File: src/rtl/uart_periph_pkg.sv
`default_nettype none
// ============================================================================
// Module     : uart_periph_pkg
// Description: Shared constants for the memory-mapped UART: register offsets,
//              CON bit positions, 2-bit FSM state encodings and the baud
//              divider helper.
// Revision   : 1.0 - initial release
// ============================================================================
package uart_periph_pkg;

  // Byte offsets of the three registers relative to BASE_ADDR
  localparam logic [31:0] OFF_TXD = 32'h0000_0000;
  localparam logic [31:0] OFF_RXD = 32'h0000_0004;
  localparam logic [31:0] OFF_CON = 32'h0000_0008;

  // Word indices used by the decoder (address bits [1:0] are ignored)
  localparam logic [29:0] WORD_TXD = OFF_TXD[31:2];
  localparam logic [29:0] WORD_RXD = OFF_RXD[31:2];
  localparam logic [29:0] WORD_CON = OFF_CON[31:2];

  // CON register bit positions
  localparam int CON_TX_BUSY   = 0;
  localparam int CON_RX_VALID  = 1;
  localparam int CON_RX_OVR    = 2;
  localparam int CON_RX_FERR   = 3;
  localparam int CON_TX_DONE   = 4;
  localparam int CON_LOOPBACK  = 5;

  // Shared by the TX and RX state machines
  localparam logic [1:0] ST_IDLE  = 2'd0;
  localparam logic [1:0] ST_START = 2'd1;
  localparam logic [1:0] ST_DATA  = 2'd2;
  localparam logic [1:0] ST_STOP  = 2'd3;

  // Clock cycles per serial bit
  function automatic int unsigned baud_div(input int unsigned clk_freq,
                                           input int unsigned baud);
    return clk_freq / baud;
  endfunction

endpackage
`default_nettype wire

File: src/rtl/uart_tx_engine.sv
`default_nettype none
// ============================================================================
// Module     : uart_tx_engine
// Description: 8N1 transmitter. A start request while idle loads the byte and
//              runs START, 8 DATA bits (LSB first) and STOP, each held for
//              BAUD_DIV clocks. The serial output is registered.
// Revision   : 1.0 - initial release
// ============================================================================
module uart_tx_engine
  import uart_periph_pkg::*;
#(
  parameter int unsigned BAUD_DIV = 16
) (
  input  logic       clk,
  input  logic       reset,       // asynchronous, active-low
  input  logic       start,
  input  logic [7:0] data,
  output logic       busy,
  output logic       done_pulse,
  output logic       tx
);

  localparam int unsigned      CNT_W      = $clog2(BAUD_DIV);
  localparam logic [CNT_W-1:0] CNT_RELOAD = CNT_W'(BAUD_DIV - 1);

  logic [1:0]       state_q, state_d;
  logic [CNT_W-1:0] cnt_q, cnt_d;
  logic [2:0]       bit_q, bit_d;
  logic [7:0]       shift_q, shift_d;
  logic             tx_q, tx_d;
  logic             w_expire;

  assign w_expire   = (cnt_q == '0);
  assign busy       = (state_q != ST_IDLE);
  assign done_pulse = (state_q == ST_STOP) && w_expire;
  assign tx         = tx_q;

  // Next-state logic: the counter only ever counts down to zero and is
  // reloaded on every state change, so the line level written here is held
  // for exactly BAUD_DIV clocks.
  always_comb begin
    state_d = state_q;
    cnt_d   = (cnt_q != '0) ? cnt_q - 1'b1 : cnt_q;
    bit_d   = bit_q;
    shift_d = shift_q;
    tx_d    = tx_q;
    case (state_q)
      ST_IDLE: begin
        if (start) begin
          state_d = ST_START;
          cnt_d   = CNT_RELOAD;
          shift_d = data;
          tx_d    = 1'b0;
        end
      end
      ST_START: begin
        if (w_expire) begin
          state_d = ST_DATA;
          cnt_d   = CNT_RELOAD;
          bit_d   = 3'd0;
          tx_d    = shift_q[0];
        end
      end
      ST_DATA: begin
        if (w_expire) begin
          cnt_d = CNT_RELOAD;
          if (bit_q == 3'd7) begin
            state_d = ST_STOP;
            tx_d    = 1'b1;
          end else begin
            bit_d   = bit_q + 3'd1;
            shift_d = shift_q >> 1;
            tx_d    = shift_q[1];
          end
        end
      end
      ST_STOP: begin
        if (w_expire) begin
          state_d = ST_IDLE;
        end
      end
      default: begin
        state_d = ST_IDLE;
        tx_d    = 1'b1;
      end
    endcase
  end

  // State registers; reset aborts any frame and parks the line high
  always_ff @(posedge clk or negedge reset) begin
    if (!reset) begin
      state_q <= ST_IDLE;
      cnt_q   <= '0;
      bit_q   <= 3'd0;
      shift_q <= 8'h00;
      tx_q    <= 1'b1;
    end else begin
      state_q <= state_d;
      cnt_q   <= cnt_d;
      bit_q   <= bit_d;
      shift_q <= shift_d;
      tx_q    <= tx_d;
    end
  end

endmodule
`default_nettype wire

File: src/rtl/uart_bus_peripheral.sv
`default_nettype none
// ============================================================================
// Module     : uart_bus_peripheral
// Description: Memory-mapped 8N1 UART on the CPU data bus. Registers TXD
//              (BASE), RXD (BASE+4) and CON (BASE+8); zero-wait combinational
//              read data, TX engine sub-module, RX engine and register file.
//              Optional feature macro: UART_PERIPH_LOOPBACK_EN (CON[5] routes
//              uart_tx into the RX synchroniser).
// Revision   : 1.0 - initial release
// ============================================================================
module uart_bus_peripheral
  import uart_periph_pkg::*;
#(
  parameter logic [31:0] BASE_ADDR = 32'h4000_0018,
  parameter int unsigned CLK_FREQ  = 50_000_000,
  parameter int unsigned BAUD      = 9600
) (
  input  logic        clk,
  input  logic        reset,       // asynchronous, active-low
  input  logic        MemRead,
  input  logic        MemWrite,
  input  logic [31:0] Address,
  input  logic [31:0] Write_data,
  output logic [31:0] Read_data,
  output logic        Hit,
  output logic        uart_tx,
  input  logic        uart_rx,
  output logic        irq
);

  localparam int unsigned      BAUD_DIV   = baud_div(CLK_FREQ, BAUD);
  localparam int unsigned      CNT_W      = $clog2(BAUD_DIV);
  localparam logic [CNT_W-1:0] CNT_RELOAD = CNT_W'(BAUD_DIV - 1);
  localparam logic [CNT_W-1:0] CNT_HALF   = CNT_W'(BAUD_DIV / 2);

  // ---------------------------------------------------------------- decode
  logic [29:0] w_word;
  logic        w_sel_txd, w_sel_rxd, w_sel_con;
  logic        w_wr_txd, w_wr_con, w_rd_rxd;

  assign w_word    = Address[31:2] - BASE_ADDR[31:2];
  assign w_sel_txd = (w_word == WORD_TXD);
  assign w_sel_rxd = (w_word == WORD_RXD);
  assign w_sel_con = (w_word == WORD_CON);
  assign Hit       = w_sel_txd | w_sel_rxd | w_sel_con;
  assign w_wr_txd  = MemWrite & w_sel_txd;
  assign w_wr_con  = MemWrite & w_sel_con;
  assign w_rd_rxd  = MemRead  & w_sel_rxd;

  // Address low bits and upper store data have no meaning here
  logic unused_bits;
  assign unused_bits = ^{Address[1:0], Write_data[31:8]};

  // ------------------------------------------------------------- TX engine
  logic w_tx_busy, w_tx_done_pulse, w_tx_start;

  // A store to TXD while a frame is in flight is dropped
  assign w_tx_start = w_wr_txd & ~w_tx_busy;

  uart_tx_engine #(
    .BAUD_DIV (BAUD_DIV)
  ) u_tx (
    .clk        (clk),
    .reset      (reset),
    .start      (w_tx_start),
    .data       (Write_data[7:0]),
    .busy       (w_tx_busy),
    .done_pulse (w_tx_done_pulse),
    .tx         (uart_tx)
  );

  // ------------------------------------------------------- loopback select
  logic w_rx_pin;
  logic w_loop;

`ifdef UART_PERIPH_LOOPBACK_EN
  logic loop_q;

  // CON[5] is a plain read/write control bit
  always_ff @(posedge clk or negedge reset) begin
    if (!reset) begin
      loop_q <= 1'b0;
    end else if (w_wr_con) begin
      loop_q <= Write_data[CON_LOOPBACK];
    end
  end

  assign w_loop   = loop_q;
  assign w_rx_pin = loop_q ? uart_tx : uart_rx;
`else
  assign w_loop   = 1'b0;
  assign w_rx_pin = uart_rx;
`endif

  // ------------------------------------------------------------- RX engine
  logic [1:0]       sync_q;
  logic             w_rx_s;
  logic [1:0]       rx_state_q, rx_state_d;
  logic [CNT_W-1:0] rx_cnt_q, rx_cnt_d;
  logic [2:0]       rx_bit_q, rx_bit_d;
  logic [7:0]       rx_shift_q, rx_shift_d;
  logic             w_rx_expire;
  logic             w_rx_ok, w_rx_err;

  assign w_rx_s      = sync_q[1];
  assign w_rx_expire = (rx_cnt_q == '0);

  // Two-flop synchroniser for the asynchronous serial input; idles high
  always_ff @(posedge clk or negedge reset) begin
    if (!reset) begin
      sync_q <= 2'b11;
    end else begin
      sync_q <= {sync_q[0], w_rx_pin};
    end
  end

  // RX next-state: half-bit wait qualifies the start bit, then every sample
  // lands near a bit centre
  always_comb begin
    rx_state_d = rx_state_q;
    rx_cnt_d   = (rx_cnt_q != '0) ? rx_cnt_q - 1'b1 : rx_cnt_q;
    rx_bit_d   = rx_bit_q;
    rx_shift_d = rx_shift_q;
    w_rx_ok    = 1'b0;
    w_rx_err   = 1'b0;
    case (rx_state_q)
      ST_IDLE: begin
        if (!w_rx_s) begin
          rx_state_d = ST_START;
          rx_cnt_d   = CNT_HALF;
        end
      end
      ST_START: begin
        if (w_rx_expire) begin
          if (!w_rx_s) begin
            rx_state_d = ST_DATA;
            rx_cnt_d   = CNT_RELOAD;
            rx_bit_d   = 3'd0;
          end else begin
            // line bounced back high: treat as noise, raise nothing
            rx_state_d = ST_IDLE;
          end
        end
      end
      ST_DATA: begin
        if (w_rx_expire) begin
          rx_shift_d = {w_rx_s, rx_shift_q[7:1]};
          rx_cnt_d   = CNT_RELOAD;
          if (rx_bit_q == 3'd7) begin
            rx_state_d = ST_STOP;
          end else begin
            rx_bit_d = rx_bit_q + 3'd1;
          end
        end
      end
      ST_STOP: begin
        if (w_rx_expire) begin
          rx_state_d = ST_IDLE;
          w_rx_ok    = w_rx_s;
          w_rx_err   = ~w_rx_s;
        end
      end
      default: begin
        rx_state_d = ST_IDLE;
      end
    endcase
  end

  // RX state registers; reset discards any partial byte
  always_ff @(posedge clk or negedge reset) begin
    if (!reset) begin
      rx_state_q <= ST_IDLE;
      rx_cnt_q   <= '0;
      rx_bit_q   <= 3'd0;
      rx_shift_q <= 8'h00;
    end else begin
      rx_state_q <= rx_state_d;
      rx_cnt_q   <= rx_cnt_d;
      rx_bit_q   <= rx_bit_d;
      rx_shift_q <= rx_shift_d;
    end
  end

  // --------------------------------------------------------- register file
  logic [7:0] txd_q, txd_d;
  logic [7:0] rx_byte_q, rx_byte_d;
  logic       rx_valid_q, rx_valid_d;
  logic       rx_ovr_q, rx_ovr_d;
  logic       rx_ferr_q, rx_ferr_d;
  logic       tx_done_q, tx_done_d;
  logic       irq_q;

  // Status updates: clears are applied first so that a hardware set on the
  // same edge always wins
  always_comb begin
    txd_d      = txd_q;
    rx_byte_d  = rx_byte_q;
    rx_valid_d = rx_valid_q;
    rx_ovr_d   = rx_ovr_q;
    rx_ferr_d  = rx_ferr_q;
    tx_done_d  = tx_done_q;

    if (w_tx_start) begin
      txd_d     = Write_data[7:0];
      tx_done_d = 1'b0;
    end
    if (w_rd_rxd) begin
      rx_valid_d = 1'b0;
    end
    if (w_wr_con) begin
      if (Write_data[CON_RX_OVR])  rx_ovr_d  = 1'b0;
      if (Write_data[CON_RX_FERR]) rx_ferr_d = 1'b0;
      if (Write_data[CON_TX_DONE]) tx_done_d = 1'b0;
    end

    if (w_tx_done_pulse) begin
      tx_done_d = 1'b1;
    end
    if (w_rx_ok) begin
      rx_byte_d  = rx_shift_q;
      rx_valid_d = 1'b1;
      // a byte read out on this very edge is not lost, so no overrun
      if (rx_valid_q && !w_rd_rxd) begin
        rx_ovr_d = 1'b1;
      end
    end
    if (w_rx_err) begin
      rx_ferr_d = 1'b1;
    end
  end

  // Register file storage; irq tracks the next status so it is level-true
  // with the flags it reports
  always_ff @(posedge clk or negedge reset) begin
    if (!reset) begin
      txd_q      <= 8'h00;
      rx_byte_q  <= 8'h00;
      rx_valid_q <= 1'b0;
      rx_ovr_q   <= 1'b0;
      rx_ferr_q  <= 1'b0;
      tx_done_q  <= 1'b0;
      irq_q      <= 1'b0;
    end else begin
      txd_q      <= txd_d;
      rx_byte_q  <= rx_byte_d;
      rx_valid_q <= rx_valid_d;
      rx_ovr_q   <= rx_ovr_d;
      rx_ferr_q  <= rx_ferr_d;
      tx_done_q  <= tx_done_d;
      irq_q      <= rx_valid_d | tx_done_d;
    end
  end

  assign irq = irq_q;

  // Zero-wait read mux; drives zero whenever the address is not ours
  always_comb begin
    Read_data = 32'h0000_0000;
    if (w_sel_txd) begin
      Read_data = {24'h000000, txd_q};
    end else if (w_sel_rxd) begin
      Read_data = {24'h000000, rx_byte_q};
    end else if (w_sel_con) begin
      Read_data = {26'h0, w_loop, tx_done_q, rx_ferr_q, rx_ovr_q,
                   rx_valid_q, w_tx_busy};
    end
  end

endmodule
`default_nettype wire

File: config.mk
export PLATFORM = sky130hd
export DESIGN_NAME = uart_bus_peripheral
export DESIGN_NICKNAME = d
export VERILOG_FILES = /design/src/rtl/uart_periph_pkg.sv /design/src/rtl/uart_tx_engine.sv /design/src/rtl/uart_bus_peripheral.sv
export SDC_FILE = /design/constraint.sdc
export NUM_CORES = 1
export LEC_CHECK = 0
export ABC_CLOCK_PERIOD_IN_PS = 5100
export CAP_MARGIN = 20
export CORE_MARGIN = 2
export CORE_UTILIZATION = 32
export CTS_BUF_LIST = sky130_fd_sc_hd__clkbuf_4
export DETAILED_ROUTE_END_ITERATION = 12
export SLEW_MARGIN = 20
export SYNTH_ARGS = -nofsm -noshare
export SYNTH_HDL_FRONTEND = slang
export SYNTH_SLANG_ARGS = --single-unit
File: constraint.sdc
create_clock -name clk -period 5.1 [get_ports clk]
set_clock_uncertainty 0.15 [all_clocks]
set_input_delay 0.51 -clock clk [delete_from_list [all_inputs] [get_ports clk]]
set_output_delay 0.51 -clock clk [all_outputs]
set_load 0.02 [all_outputs]
Yosys cells after proc, flatten, opt, wreduce, memory -nomap -nowiden:

Cells that the tools add are included.

* logic and storage cells: 141
* output and inout bits: 35
* register bits after elaboration: 76
* input port bits: 69

* eq/ne operators: 23
* mux-type cells: 61
* $add $sub $neg: 5
* reductions and logical operators: 26
* bitwise operators: 9

Operators with widths (number)
* $mux W13: 8
* $mux W8: 5
* $pmux W13 S3: 1
* $eq A30 B1 Y1 const B: 1
* $eq A30 B2 Y1 const B: 1
* $logic_not A30 Y1: 1
* $sub A30 B29 Y30 const B: 1
* $logic_not A13 Y1: 2
* $pmux W13 S2: 1
* $reduce_bool A13 Y1: 2
* $sub A13 B1 Y13 const B: 2
* $mux W2: 11
* $mux W1: 21
* $mux W3: 7
* $ne A2 B2 Y1 const B: 8
* $pmux W2 S4: 2
* $pmux W8 S2: 1
* $reduce_and A5 Y1: 3
* $pmux W3 S2: 2
* $reduce_and A4 Y1: 3
* $reduce_bool A2 Y1: 6
* $ne A2 B1 Y1 const B: 5
* $eq A2 B2 Y1 const B: 4
* $add A3 B1 Y3 const B: 2
* other kinds (13): 24

Logic depth before layout (Yosys ltp):

Gate-level depths: netlist of run 1.

* depth after elaboration: 9
* depth in mapped cells: 11
* gate-level depth less buffers: 10

Cells and area by module:

A second synthesis of run 1 with hierarchy kept.

* cells, all modules: 501
* area, all modules: 4872.2 um2

By module, submodules not included
* uart_bus_peripheral: cells each 325, seq. area each 1228.7 um2, area each 3121.7 um2, times used 1
* uart_tx_engine: cells each 176, seq. area each 676.9 um2, area each 1750.4 um2, times used 1

Worst setup path before layout of run 1:

Ideal clock, no wire load.

* path kind: input port to flip-flop
* from: in Address[9]
* to: reg u_tx.state_q[1]
* stages on the path: 8
* arrival: 3.659 ns
* data required time: 4.822 ns
* setup slack: 1.164 ns
* buffers on the path: 0
* setup time: 0.128 ns
* path through: or4_4 or4b_1 xnor2_1 or4_1 or4b_1 o41a_1 a211oi_2 mux2_1

* longest elaborated chain between the ends: 6

RTL lines
* from (decl): line uart_bus_peripheral.sv:22 `input logic [31:0] Address,`
* $sub A30 B29 Y30: line uart_bus_peripheral.sv:41 `assign w_word = Address[31:2] - BASE_ADDR[31:2];`
* $logic_not A30 Y1: line uart_bus_peripheral.sv:42 `assign w_sel_txd = (w_word == WORD_TXD);`
* $and A1 B1 Y1: line uart_bus_peripheral.sv:46 `assign w_wr_txd = MemWrite & w_sel_txd;`
* $and A1 B1 Y1: line uart_bus_peripheral.sv:58 `assign w_tx_start = w_wr_txd & ~w_tx_busy;`
* $ne A2 B1 Y1 (no line)
* $reduce_and A5 Y1 (no line)
* to (signal assigned): line uart_tx_engine.sv:98 `state_q <= state_d;`
* to (decl): line uart_tx_engine.sv:26 `logic [1:0] state_q, state_d;`

Every way passes these cells.
A chain may end at the register's enable or synchronous reset.

Worst setup path in the final report of run 1:

* from: in Address[4]
* to: out Read_data[6]

* longest elaborated chain between the ends: 4
* elaborated cells between the ends (all ways): 5
* those cells by class: add/sub: 1; eq/ne: 1; mux: 2; reduce/logical: 1

RTL lines
* $sub A30 B29 Y30 *: line uart_bus_peripheral.sv:41
* $eq A30 B1 Y1: line uart_bus_peripheral.sv:43 `assign w_sel_rxd = (w_word == WORD_RXD);`
* $mux W8: line uart_bus_peripheral.sv:261 `end else if (w_sel_rxd) begin`
* $mux W8 *: line uart_bus_peripheral.sv:259 `if (w_sel_txd) begin`
* to (decl): line uart_bus_peripheral.sv:24 `output logic [31:0] Read_data,`

Every way passes the cells marked *; elsewhere a longest branch is shown, timed or not.

==> impl_summary.log, run 1 <==
[metrics] worst-path maximum fanout: 4
[metrics] post-route clock period utilization: 0.942
[metrics] total DRC errors in the routed layout: 0
[metrics] number of flops mapped to enable cells by yosys: 0
[metrics] wire length of the first global-routing pass: 18.4 mm
[metrics] Hold Vio Cnt, Final: 0
[metrics] clk buf depth: 2
[metrics] Resized Gates After CTS: 0
[metrics] all-layer global routing usage: 0.142
[metrics] category of the most critical setup path: input pin to output port
[metrics] Avg Cell Area, Syn: 9.38 µm²
[metrics] total placed instance area: 5270 µm²
[metrics] Reg area: 1910 µm²
[metrics] worst-case reg-to-reg path depth: 7
[metrics] detailed-route wire length: 10.7 mm
[metrics] pre-CTS setup slack: 0.341 ns
[metrics] RSZ-0062 raised after global routing: false
[metrics] proportion of layout cells with a drive suffix above 1: 0.116
[metrics] most common cell after layout, fill and taps aside: dfrtp_1
[metrics] number of H-tree branching levels: 3
[metrics] clock latency on the worst-skew pair: 0.44 ns
[metrics] vias after detailed routing: 3791
[metrics] count of cell types in the netlist: 66
[metrics] sink count of the clock tree: 76
[metrics] flops & latches, synth: 76
[metrics] Die ar.: 15500 µm²
[metrics] synthesized instance count: 497
[metrics] actual transition at the worst max-transition pin: 0.965 ns
[metrics] leakage power: 2.17 nW
[metrics] arrival time at the worst endpoint: 4.14 ns
[metrics] placement row count: 44
[metrics] DP HPWL: 7.86 mm
[metrics] Register-to-Register Setup Slack: 1.77 ns
[metrics] most common flop cell mapped by yosys: dfrtp_1
[metrics] Critical Path Source Type: input pin
[metrics] Max-cap violations: 0
[metrics] total design power: 1.29 mW
[metrics] starting density of the core: 0.324
[metrics] clock input transition at the sequential cells of the worst setup and hold paths: 0.13 ns
[metrics] Total Nets Final: 631
[metrics] global route overflow: 0
[metrics] vias per std cell: 5.15
[metrics] Inserted Clock Buffers: 9
[metrics] Finish-stage setup viols: 0
[metrics] CTS root buf: clkbuf_4
[metrics] utilization of the core after routing: 0.379
[metrics] antenna-violating nets left: 0
[metrics] largest net degree at the start of global routing: 77
[metrics] RR Endpoint: rx_cnt_q[0]
[metrics] CP startpoint: Address[4]
[metrics] synth top area cells: dfrtp_1 (39%), mux2_2 (6.3%), nor2_1 (4.5%)
[metrics] core area: 14400 µm²
[metrics] number of buffers added to fix hold violations after cts: 0
[metrics] Setup crit end kind: output port
[metrics] post-synthesis async set-or-reset flop share: 1.00
[metrics] final-layout setup total negative slack: 0 ns
[metrics] largest vdd supply drop: 0.122 mV
[metrics] n_diodes: 0
[metrics] I/O pin count: 104
[metrics] number of post-CTS setup repair buffers: 0
[metrics] type of the most critical hold path: input pin to asynchronous set/reset pin
[metrics] Slew HR: 0.357
[metrics] ratio of total power to cell area: 237 nW/µm²
[metrics] CTS tree: yes
[metrics] mapped cell area: 4660 µm²
[metrics] number of optimization iterations in the first detailed-route pass: 4
[metrics] critical register-to-register path startpoint: rx_cnt_q[2]
[metrics] warning count from the yosys run: 0
[metrics] area of combinational cells with multiple inputs: 2520 µm²
[metrics] result of the run: finished clean
[metrics] # port buffers: 53
[metrics] area share of the largest cell type after synthesis: 0.392
[metrics] initial antenna violation count: 0
[metrics] RD Place Congestion: 0.840
[metrics] final critical path time including I/O delays and setup: 4.80 ns
[metrics] chip width: 125 µm
[metrics] Die H: 125 µm
[metrics] most area-hungry cell type in the Yosys netlist: dfrtp_1
[metrics] sequential element share of the synthesized area: 0.409
[metrics] post-route design area: 5440 µm²
[metrics] post-detailed-route wirelength per cell: 14.5 µm
[metrics] final-layout fill cell count: 1462
[metrics] most used cells in the layout excluding fill and tap cells: dfrtp_1 (73), nor2_1 (56), clkdlybuf4s50_1 (52)
[metrics] via count of the first global-routing pass: 3751
[metrics] Data required, critical path: 4.44 ns
[metrics] initial detailed-routing violation count: 252
[metrics] peak clock frequency supported by timing: 208 MHz
[metrics] PnR worst setup slack: 0.295 ns
[metrics] final count of pins violating max slew: 0
[metrics] growth of design area from synthesis to finish: 16.8%
registers in the layout, indices dropped and copies added (netlist names), named ones only:
signal / cells
u_tx.cnt_q: 13
rx_ferr_q: 1
tx_done_q: 1
txd_q: 8
u_tx.bit_q: 3
rx_state_q: 1
u_tx.shift_q: 8
u_tx.state_q: 2
u_tx.tx: 1
rx_ovr_q: 1
rx_bit_q: 3
rx_shift_q: 8
irq: 1
rx_valid_q: 1
rx_byte_q: 8
sync_q: 2
rx_cnt_q: 13
how the worst max path moves through the flow:
stage	depth (start not counted)	endpoint	slack [ns]
floorplan	8	u_tx.state_q[1]	1.16
global placement	9	u_tx.state_q[1]	0.34
detailed placement	9	u_tx.state_q[1]	0.34
CTS	10	Read_data[6]	0.32
global route	10	Read_data[6]	0.15
finish	10	Read_data[6]	0.30
Yosys cell counts, drive strengths merged, types with 2 or more instances:
master  count
a22o        4
xnor2      11
o21a        2
nand4       7
a21oi      19
ha         15
buf        29
nor4b       3
clkbuf     12
or4        12
o21ai      36
nor3       10
nand3      19
o221ai      2
or3b        2
nor4       12
mux2i      14
nor2       57
a211oi      3
a21o        2
nand2      47
o31ai       3
xor2        6
mux2       27
clkinv      2
nor2b       8
or4b        2
inv        14
dfrtp      73
nor3b       5
a31oi      10
or3         4
nand2b      2
or2         2
o311a       2
dfstp       3
logic make-up (layout without fill, tap and decap cells):
family          Yosys count  after routing  share of synthesized area
flops                    76             76                      0.409
buf+inv                  57             89                     0.0693
compound gates           93             93                      0.128
mux                      41             41                     0.0953
fa+ha+maj                15             15                     0.0403
simple gates            197            197                      0.226
xor+xnor                 17             17                     0.0319
other cells               1             24                   0.000805
routing by layer:
layer | track usage | vias to the layer above | routed length [µm]
li1 | - | 1852 | -
met1 | 0.193 | 1824 | 5140
met2 | 0.228 | 102 | 4910
met3 | 0.0412 | 13 | 531
met4 | 0.0278 | 0 | 93
met5 | 0 | - | 0
power by group:
group / switching [mW] / internal (mW) / total, mW / leakage (nW)
Combinational: 0.105 / 0.0858 / 0.190 / 1.16
Sequential: 0.0278 / 0.641 / 0.668 / 0.928
Clock: 0.228 / 0.201 / 0.428 / 0.0823
cell type report:
type / count / share of cell area
multi-input cells: 387 / 0.463
flip-flops and latches: 76 / 0.350
repair buffers: 57 / 0.103
inverters: 16 / 0.0110
well taps: 184 / 0.0423
clock buffers: 9 / 0.0124
clock inverters: 7 / 0.0186
worst max-delay path: stages:
cell             delay [ns]
clkdlybuf4s50_1        0.55
ha_1                   0.20
nand3_1                0.15
a31oi_1                0.22
a31oi_1                0.08
or4_1                  0.54
or4_1                  0.62
or3_1                  0.46
nor2_1                 0.18
clkdlybuf4s50_1        0.62
through the flow:
stage / cells / hold WS [ns]
global placement: 720 / 0.196
finish: 736 / 0.0227
global route: 736 / 0.0851
floorplan: 520 / 0.0644
detailed placement: 720 / 0.198
CTS: 736 / 0.0698
Note: power is estimated with default switching activity, not from simulation.
==> run 2, diff against run 1 <==
Settings changed: ABC_CLOCK_PERIOD_IN_PS 5100 to 4950.
Clock period 5.1 ns to 4.95 ns, I/O delays scaled along.
==> impl_summary.log, run 2 (synthesis results as in run 1) <==
[metrics] CTS tree: yes (unchanged)
[metrics] I/O pin count: 104 (unchanged)
[metrics] final count of pins violating max slew: 0 (unchanged)
[metrics] worst-case reg-to-reg path depth: 7 (unchanged)
[metrics] ratio of total power to cell area: 258 nW/µm² (was 237 nW/µm²)
[metrics] type of the most critical hold path: input pin to asynchronous set/reset pin (unchanged)
[metrics] pre-CTS setup slack: 0.182 ns (was 0.341 ns)
[metrics] detailed-route wire length: 10.7 mm (about the same)
[metrics] worst-path maximum fanout: 4 (unchanged)
[metrics] via count of the first global-routing pass: 3699 (was 3751)
[metrics] initial detailed-routing violation count: 178 (was 252)
[metrics] slowest stage delay, CP: 0.62 ns (about the same)
[metrics] DP HPWL: 7.78 mm (was 7.86 mm)
[metrics] clk buf depth: 2 (unchanged)
[metrics] proportion of layout cells with a drive suffix above 1: 0.114 (was 0.116)
[metrics] RD Place Congestion: 0.858 (was 0.840)
[metrics] number of buffers and inverters on the critical path: 3 (was 2)
[metrics] initial antenna violation count: 0 (unchanged)
[metrics] most used cells in the layout excluding fill and tap cells: dfrtp_1 (73), nor2_1 (56), clkdlybuf4s50_1 (51) (was dfrtp_1 (73), nor2_1 (56), clkdlybuf4s50_1 (52))
[metrics] cell type group with the largest total delay on the critical path: simple AND/OR/NAND/NOR gates (unchanged)
[metrics] wire length of the first global-routing pass: 18.4 mm (about the same)
[metrics] sink count of the clock tree: 76 (unchanged)
[metrics] vias per std cell: 5.12 (was 5.15)
[metrics] crit path max-delay cell type: clkdlybuf4s50_1 (was or4_1)
[metrics] largest net degree at the start of global routing: 77 (unchanged)
[metrics] actual transition at the worst max-transition pin: 0.950 ns (was 0.965 ns)
[metrics] total design power: 1.41 mW (was 1.29 mW)
[metrics] antenna-violating nets left: 0 (unchanged)
[metrics] RR Endpoint: rx_cnt_q[0] (unchanged)
[metrics] vias after detailed routing: 3765 (was 3791)
[metrics] final-layout fill cell count: 1427 (was 1462)
[metrics] Reg area: 1910 µm² (unchanged)
[metrics] number of optimization iterations in the first detailed-route pass: 5 (was 4)
[metrics] Inserted Clock Buffers: 9 (unchanged)
[metrics] peak clock frequency supported by timing: 212 MHz
[metrics] area of combinational cells with multiple inputs: 2520 µm² (unchanged)
[metrics] starting density of the core: 0.324 (unchanged)
[metrics] Die H: 125 µm (unchanged)
[metrics] category of the most critical setup path: input pin to output port (unchanged)
[metrics] Register-to-Register Setup Slack: 1.64 ns (was 1.77 ns)
[metrics] PnR worst setup slack: 0.244 ns (was 0.295 ns)
[metrics] # port buffers: 53 (unchanged)
[metrics] clock latency on the worst-skew pair: 0.41 ns (was 0.44 ns)
[metrics] all-layer global routing usage: 0.142 (about the same)
[metrics] post-detailed-route wirelength per cell: 14.5 µm (about the same)
[metrics] growth of design area from synthesis to finish: 17.6% (was 16.8%)
[metrics] final-layout setup total negative slack: 0 ns (unchanged)
[metrics] n_diodes: 0 (unchanged)
[metrics] chip width: 125 µm (unchanged)
[metrics] Hold Vio Cnt, Final: 0 (unchanged)
[metrics] Max-cap violations: 0 (unchanged)
[metrics] count of non-filler cells in the finished layout: 736 (unchanged)
[metrics] largest vdd supply drop: 0.164 mV (was 0.122 mV)
[metrics] most common cell after layout, fill and taps aside: dfrtp_1 (unchanged)
[metrics] largest registers: rx_cnt_q: 13 flops, u_tx.cnt_q: 13 flops (unchanged)
[metrics] Setup crit end kind: output port (unchanged)
[metrics] # placed instances: 720 (unchanged)
[metrics] core area: 14400 µm² (unchanged)
[metrics] post-route clock period utilization: 0.951
[metrics] result of the run: finished clean (unchanged)
[metrics] total DRC errors in the routed layout: 0 (unchanged)
[metrics] Finish-stage setup viols: 0 (unchanged)
[metrics] number of H-tree branching levels: 3 (unchanged)
[metrics] clock input transition at the sequential cells of the worst setup and hold paths: 0.12 ns (was 0.13 ns)
[metrics] Critical Path, Cell by Cell: clkdlybuf4s50_1, ha_1, buf_4, nor3b_1, a31oi_1, or4_1, or4_1, or3_1, nor2_1, clkdlybuf4s50_1 (was clkdlybuf4s50_1, ha_1, nand3_1, a31oi_1, a31oi_1, or4_1, or4_1, or3_1, nor2_1, clkdlybuf4s50_1)
[metrics] Die ar.: 15500 µm² (unchanged)
[metrics] CTS root buf: clkbuf_4 (unchanged)
[metrics] Critical Path Source Type: input pin (unchanged)
[metrics] leakage power: 2.21 nW (was 2.17 nW)
[metrics] final critical path time including I/O delays and setup: 4.71 ns
[metrics] global route overflow: 0 (unchanged)
[metrics] RSZ-0062 raised after global routing: false (unchanged)
[metrics] critical register-to-register path startpoint: rx_cnt_q[2] (unchanged)
[metrics] number of buffers added to fix hold violations after cts: 0 (unchanged)
[metrics] arrival time at the worst endpoint: 4.06 ns (was 4.14 ns)
[metrics] Slew HR: 0.367 (was 0.357)
[metrics] Total Nets Final: 631 (unchanged)
[metrics] Hold WS: 0.0404 ns (was 0.0227 ns)
[metrics] Data required, critical path: 4.30 ns (was 4.44 ns)
[metrics] placement row count: 44 (unchanged)
[run 2: power by group]
group / switching (mW) / total [mW] / leakage [nW] / internal [mW]
combinational: 0.108 / 0.197 / 1.18 / 0.0883
sequential: 0.0287 / 0.689 / 0.928 / 0.660
clock: 0.223 / 0.527 / 0.0998 / 0.305
total: 0.360 / 1.41 / 2.21 / 1.05
[run 2: routing by layer]
metal | share of wire | routed length (µm) | GRT usage | up-vias
li1 | - | - | - | 1843
met1 | 0.48 | 5110 | 0.201 | 1811
met2 | 0.46 | 4910 | 0.222 | 105
met3 | 0.057 | 604 | 0.0369 | 6
met4 | 0.0049 | 52 | 0.0218 | 0
met5 | 0 | 0 | 0 | -
[run 2: area by class of cell]
cell class,count,share of cell area
timing repair buffer,57,0.102
clock inverter,7,0.0253
sequential,76,0.348
multi-input combinational,387,0.459
tap,184,0.0420
inverter,16,0.0110
clock buffer,9,0.0123
[run 2: how the worst max path moves through the flow]
| stage | cells after the start | from | endpoint |
|---|---|---|---|
| 6_report | 10 | Address[4] | Read_data[6] |
| 5_1_grt | 10 | Address[4] | Read_data[6] |
| 4_1_cts | 10 | Address[4] | Read_data[7] |
| 3_5_place_dp | 9 | Address[9] | u_tx.state_q[1] |
| 3_3_place_gp | 9 | Address[9] | u_tx.state_q[1] |
| 2_1_floorplan | 8 | Address[9] | u_tx.state_q[1] |
[run 2: timing repair]
| item | CTS | global route |
|---|---|---|
| resized for setup | 0 | 1 |
| setup endpoints to repair | 0 | 1 |
| setup buffers | 0 | 0 |
[run 2: stage by stage]
step                 util  instance area, µm²
finish              0.381                5480
global route        0.381                5480
CTS                 0.381                5480
detailed placement  0.367                5270
global placement    0.367                5270
floorplan               -                4750
